**src/rtl/modport_core.sv**
```systemverilog
// modport_core: complex multiply by a 4-bit weight, 4-tap sliding window sum, round/saturate to 9 bits
module modport_core (
  input  logic               clk,
  input  logic               rstb,
  input  logic signed [11:0] in_data_i,
  input  logic signed [11:0] in_data_q,
  input  logic signed [3:0]  in_w_i,
  input  logic signed [3:0]  in_w_q,
  input  logic               in_en,
  input  logic               done,
  output logic signed [8:0]  out_data_i,
  output logic signed [8:0]  out_data_q,
  output logic               out_en,
  output logic               out_done
);
  logic signed [11:0] xi, xq;
  logic signed [3:0]  wi, wq;
  logic               v1, d1, v2, d2, v3, d3;
  logic signed [16:0] pr, pq, pr_n, pq_n;
  logic signed [16:0] ti [3];
  logic signed [16:0] tq [3];
  logic signed [19:0] si, sq, si_n, sq_n;

  function automatic logic signed [8:0] rnd_sat(input logic signed [19:0] s);
    logic signed [19:0] r;
    r = (s + 20'sd128) >>> 8;
    return r > 20'sd255 ? 9'h0ff : r < -20'sd256 ? 9'h100 : r[8:0];
  endfunction

  assign pr_n = 17'(xi) * 17'(wi) - 17'(xq) * 17'(wq);
  assign pq_n = 17'(xi) * 17'(wq) + 17'(xq) * 17'(wi);
  // the window sum always includes the product entering this cycle
  assign si_n = 20'(pr) + 20'(ti[0]) + 20'(ti[1]) + 20'(ti[2]);
  assign sq_n = 20'(pq) + 20'(tq[0]) + 20'(tq[1]) + 20'(tq[2]);

  always_ff @(posedge clk) begin
    if (rstb) begin
      {xi, xq, wi, wq, pr, pq, si, sq} <= '0;
      {v1, d1, v2, d2, v3, d3} <= '0;
      ti <= '{default: '0};
      tq <= '{default: '0};
      {out_data_i, out_data_q, out_en, out_done} <= '0;
    end else begin
      v1 <= in_en;
      d1 <= in_en & done;
      if (in_en) {xi, xq, wi, wq} <= {in_data_i, in_data_q, in_w_i, in_w_q};
      v2 <= v1;
      d2 <= d1;
      pr <= pr_n;
      pq <= pq_n;
      v3 <= v2;
      d3 <= d2;
      si <= si_n;
      sq <= sq_n;
      // a frame's last sample leaves the history empty for the next frame
      if (v2 && d2) begin
        ti <= '{default: '0};
        tq <= '{default: '0};
      end else if (v2) begin
        ti <= '{pr, ti[0], ti[1]};
        tq <= '{pq, tq[0], tq[1]};
      end
      out_en <= v3;
      out_done <= d3;
      out_data_i <= rnd_sat(si);
      out_data_q <= rnd_sat(sq);
    end
  end
endmodule

```
**config.mk**
```make
export PLATFORM = sky130hd
export DESIGN_NAME = modport_core
export DESIGN_NICKNAME = d
export VERILOG_FILES = /design/src/rtl/modport_core.sv
export SDC_FILE = /design/constraint.sdc
export NUM_CORES = 1
export LEC_CHECK = 0
export CORE_MARGIN = 8
export CORE_UTILIZATION = 55
export DETAILED_ROUTE_END_ITERATION = 6
export GPL_TIMING_DRIVEN = 0
export PLACE_DENSITY = 0.84
export REMOVE_ABC_BUFFERS = 1
export SLEW_MARGIN = 20
export SYNTH_ARGS = -nofsm -noshare
export SYNTH_HDL_FRONTEND = slang
export SYNTH_SLANG_ARGS = --single-unit
```
**constraint.sdc**
```tcl
create_clock -name clk -period 7.5 [get_ports clk]
set_clock_uncertainty 0.2 [all_clocks]
set_input_delay 2.25 -clock clk [delete_from_list [all_inputs] [get_ports clk]]
set_output_delay 2.25 -clock clk [all_outputs]
set_load 0.01 [all_outputs]
```
Word level (Yosys, flattened, before mapping)
Cells that the tools add are included.
Widths: inputs -> output; s select.
{ "word_totals": {"regBits": 234, "input_bits": 36, "word_cells": 53} }
{ "op_classes": {"add_sub_neg": 10, "n_mul": 4, "n_lt_le_gt_ge": 4, "mux": 4, "bitwise_logic": 1, "reduce_logical": 4} }
{ "ops": {"columns": ["operator", "count"], "rows": [
  ["$mul 12x4->16", 4],
  ["$add 19x17->20", 2],
  ["$add 20x9->20 const B", 2],
  ["$add 18x17->19", 2],
  ["$add 17x17->18", 2],
  ["$gt 12x9->1 const B", 2],
  ["$lt 12x9->1 const B", 2],
  ["$mux 9", 2],
  ["$add 16x16->17", 1],
  ["$sub 16x16->17", 1],
  ["$mux 8", 2],
  ["$reduce_or 2->1", 3],
  ["$and 1x1->1", 1],
  ["$logic_and 1x1->1", 1]
]} }

Depth between registers and ports, before layout
{ "depth": {"depth_word": 4, "depth_mapped": 19, "mapped_depth_nobuf": 17} }

Worst setup path before layout
OpenSTA, ideal clock, no wires.
{ "synth_path": {"kind": "register to register", "from": "reg wq[3]", "to": "reg pq[16]", "arrival_ns": 4.732, "required_ns": 7.172, "setup_slack_ns": 2.440, "stages_incl_launch_ff": 18, "period_less_slack_ns": 5.060, "path_cell_list": "dfxtp_1 -> clkbuf_1 -> clkbuf_1 -> nor2b_1 -> fa_1 -> fa_1 -> fa_1 -> inv_1 -> fa_1 -> inv_1 -> ha_1 -> or2_2 -> o32a_1 -> nand3_1 -> a31oi_1 -> a311oi_1 -> xnor2_1 -> nor2_1"} }
{ "synth_via": {"elab_chain_len": 2} }
{ "synth_rtl": {"columns": ["element", "line", "rtl"], "rows": [
  ["start: declaration", "17", "logic signed [3:0] wi, wq;"],
  ["start signal: assignment", "46", "if (in_en) {xi, xq, wi, wq} <= {in_data_i, in_data_q, in_w_i, in_w_q};"],
  ["$mul 12x4->16", "31", "assign pq_n = 17'(xi) * 17'(wq) + 17'(xq) * 17'(wi);"],
  ["$add 16x16->17", "31", null],
  ["end signal: assignment", "50", "pq <= pq_n;"],
  ["end: declaration", "19", "logic signed [16:0] pr, pq, pr_n, pq_n;"]
]} }
Every way passes these cells.
A chain may end at the register's enable or synchronous reset.

Worst setup path after layout
{ "layout_path": {"from": "reg wi[3]", "to": "reg pr[13]"} }
{ "layout_via": {"elab_chain_len": 2} }
{ "layout_rtl": {"columns": ["element", "line", "rtl"], "rows": [
  ["start: declaration", "17", null],
  ["start signal: assignment", "46", null],
  ["$mul 12x4->16", "30", "assign pr_n = 17'(xi) * 17'(wi) - 17'(xq) * 17'(wq);"],
  ["$sub 16x16->17", "30", null],
  ["end signal: assignment", "49", "pr <= pr_n;"],
  ["end: declaration", "19", null]
]} }
Every way passes these cells.

==> results.cfg <==
[grt]
antenna_found_initial = 0
grt_remaining_overflow = 0
grt_pass1_wl_mm = 56.5
grt_max_degree = 102
grt_pass1_vias = 12400
grt_usage_pct = 18.1

[place]
hpwl_mm = 24.1
port-buffer-count = 55
pre_cts_slack_ns = 1.73
routabilityCongestion = 0.839

[min_path]
min_path_type = register to register

[worst_setup_path]
slowest_stage = dfxtp_1
slowest_delay_ns = 0.66
crit_family = adder cells
startpoint_type = register
crit_required_ns = 7.73
arrival_ns = 6.09
cp_max_fo = 20
critPathCaptureType = register
path_cells = inv_1, nor2_1, fa_1, fa_1, fa_1, fa_1, ha_1, ha_1, a21oi_1, nor2b_1, o41a_1, o21ai_0, a21boi_0, o21a_1, nor3_1
worst-r2r-setup-slack_ns = 1.64
critPathBufInv = 1
worstSetupPathType = register to register
cp_common_cell = fa_1

[detailed_routing]
vias = 11700
drtIter0Drc = 588
drc = 0
antenna_left = 0
dr.pass1.iters = 7
viasPerCell = 5.42
wl_mm = 32.4
wl_per_cell_um = 15.0

[clocking]
h-tree-depth = 1
postCtsSetupRepairBufs = 0
cts_buffer_depth = 3
hold_buffers = 0
clkLatencyLatePin_ns = 0.52
cts.repair.resized = 0
clkSlewWorstSetupHoldPaths_ns = 0.06
clock_sinks = 220
cts-root-buf = clkbuf_16
cts_tree = done
cts_buffers = 25

[power_and_ir_drop]
p_total_mw = 4.20
p_per_area_nw_per_um2 = 224
p_int_mw = 2.77
p_clk_share_pct = 28.9
leakagePower_nw = 8.47
seq_power_share_pct = 34.7
switching_share_pct = 34.0
comb_power_share_pct = 36.4
netSwitchingPower_mw = 1.43
vdd.ir_drop.worst_mv = 0.176

[synthesis]
postSynthCellCount = 1736
synth_edf_count = 0
yosysSeqAreaShare_pct = 25.9
ys.flop_type = dfxtp_1
yosysWarnings = 0
ys_async_sr_fraction_pct = 0
syn_area_um2 = 17000
yosys_register_bits = 220
syn_avg_cell_area_um2 = 9.79
ys_types = 59

[floorplan]
fp.dieH_um = 192
rows = 64
initial_core_util_pct = 55.7
die_w_um = 192
coreArea_um2 = 30500
io_pins = 56
dieArea_um2 = 36800

[finish]
fin_nets = 2132
drive_gt1_share_pct = 3.79
multi_input_area_um2 = 11600
antenna_cells = 0
area_growth_pct = 10.1
num-fill-cells = 2384
seq_area_um2 = 4410

[outcome]
status = completed

[timing]
drv_slew = 0
final-setup-viol-count = 0
slew_headroom_pct = 32.0
fmax_ghz = 0.171
hold_violations = 0
rsz0062_at_grt = no
timing.final.crit_share_pct = 78.1
period_minus_slack_ns = 5.86
tightest_slew_ns = 1.02
finalWorstSetupSlack_ns = 1.64
holdWs_ns = 0.236

[run]
drv_cap = 0
[cell type report]
type | instances | share of cell area [%]
Clock buffer | 35 | 3.82
Sequential cell | 220 | 23.6
Inverter | 200 | 4.01
Clock inverter | 9 | 0.575
Multi-Input combinational cell | 1243 | 61.8
Tap cell | 396 | 2.65
Timing Repair Buffer | 60 | 3.58
[through the flow]
step | instances | utilization (%) | setup TNS [ns] | cell area, um2
after floorplan | 1663 | - | 0 | 16700
after global placement | 2114 | 58.2 | -112.49 | 17800
after detailed placement | 2119 | 58.6 | 0 | 17900
after CTS | 2163 | 61.3 | 0 | 18700
after global routing | 2163 | 61.3 | 0 | 18700
final | 2163 | 61.3 | 0 | 18700
[synth_stat cells (3+ instances only)]
cell type | number | share of area, %
dfxtp_1 | 220 | 26
buf_1 | 17 | 0.38
nand3_1 | 14 | 0.41
xnor2_1 | 45 | 2.3
a211o_1 | 3 | 0.15
nor3_1 | 22 | 0.65
a311oi_1 | 3 | 0.15
nand2_1 | 88 | 1.9
ha_1 | 123 | 9.1
a211oi_1 | 12 | 0.53
o21ai_1 | 6 | 0.18
o21ai_0 | 30 | 0.88
o21a_1 | 13 | 0.57
a31oi_1 | 6 | 0.22
nor2b_1 | 37 | 1.4
xor2_1 | 26 | 1.3
fa_1 | 223 | 26
nor2_1 | 235 | 5.2
nand4_1 | 7 | 0.26
mux2_2 | 5 | 0.33
and3_1 | 9 | 0.33
a21oi_1 | 35 | 1.0
clkbuf_1 | 55 | 1.2
nand2b_1 | 15 | 0.55
a21o_1 | 17 | 0.75
mux2i_1 | 134 | 7.9
and2_1 | 83 | 3.1
o21bai_1 | 7 | 0.31
o31ai_1 | 4 | 0.18
inv_1 | 200 | 4.4
or2_2 | 4 | 0.15
[path summary, 6_finish.rpt]
| check | depth (start not counted) | from | to |
|---|---|---|---|
| worst max register to register | 15 | wi[3] | pr[13] |
| worst max-delay path | 15 | wi[3] | pr[13] |
| worst min-delay path | 1 | v3 | out_en |
| worst min register to register | 1 | v3 | out_en |
[registers in the layout, summed over array words and instances (netlist names)]
| register | flops |
|---|---|
| xq | 12 |
| v2 | 1 |
| out_en | 1 |
| out_data_q | 9 |
| pr | 17 |
| xi | 12 |
| out_data_i | 9 |
| tq | 51 |
| si | 13 |
| v3 | 1 |
| v1 | 1 |
| sq | 13 |
| out_done | 1 |
| d3 | 1 |
| wq | 4 |
| ti | 51 |
| wi | 4 |
| pq | 17 |
| d1 | 1 |
| d2 | 1 |
[kinds of logic (layout without fill, tap and decap cells)]
group	after synthesis	count (layout)	synth area share [%]
multiplexers	139	139	8.23
adder cells (fa/ha/maj)	346	346	35.3
AND/OR/NAND/NOR	528	528	14.6
XOR/XNOR	71	71	3.66
buffers and inverters	273	304	6.04
flip-flops	220	220	25.9
AO/OA/AOI/OAI	159	159	6.23
[power groups by stage]
| stage | Combinational [mW] | Sequential, mW | Clock (mW) |
|---|---|---|---|
| floorplan | 1.15 | 1.46 | 0 |
| global placement | 1.45 | 1.48 | 0 |
| detailed placement | 1.51 | 1.48 | 0 |
| CTS | 1.54 | 1.45 | 1.24 |
| global route | 1.74 | 1.48 | 1.29 |
| finish | 1.53 | 1.45 | 1.21 |
[cells in the final DEF (no fill, tap or decap), types with 4 or more instances in the layout]
| cell | synthesis | routed |
|---|---|---|
| a21o_1 | 17 | 16 |
| clkbuf_16 | 0 | 26 |
| mux2_2 | 5 | 5 |
| o31ai_1 | 4 | 4 |
| nor2_1 | 235 | 235 |
| nand3_1 | 14 | 14 |
| nand2_1 | 88 | 88 |
| nand4_1 | 7 | 7 |
| nor3_1 | 22 | 22 |
| a31oi_1 | 6 | 6 |
| clkdlybuf4s50_1 | 0 | 53 |
| and3_1 | 9 | 9 |
| xor2_1 | 26 | 26 |
| a211oi_1 | 12 | 12 |
| inv_1 | 200 | 200 |
| o21a_1 | 13 | 13 |
| nor2b_1 | 37 | 37 |
| fa_1 | 223 | 223 |
| dfxtp_1 | 220 | 218 |
| nand2b_1 | 15 | 15 |
| mux2i_1 | 134 | 134 |
| o21ai_1 | 6 | 6 |
| ha_1 | 123 | 123 |
| and2_1 | 83 | 83 |
| clkbuf_1 | 55 | 6 |
| or2_2 | 4 | 4 |
| o21ai_0 | 30 | 30 |
| o21bai_1 | 7 | 7 |
| xnor2_1 | 45 | 45 |
| a21oi_1 | 35 | 35 |
[layer usage]
metal	routed length (um)	global-route usage [%]	vias to the layer above	part of all wire (%)
met4	418	3.70	0	1.3
met1	14200	23.4	5840	44
met2	16000	31.9	243	49
li1	-	-	5597	-
met5	0	0	-	0
met3	1720	2.78	35	5.3
Note: power is estimated with default switching activity, not from simulation.
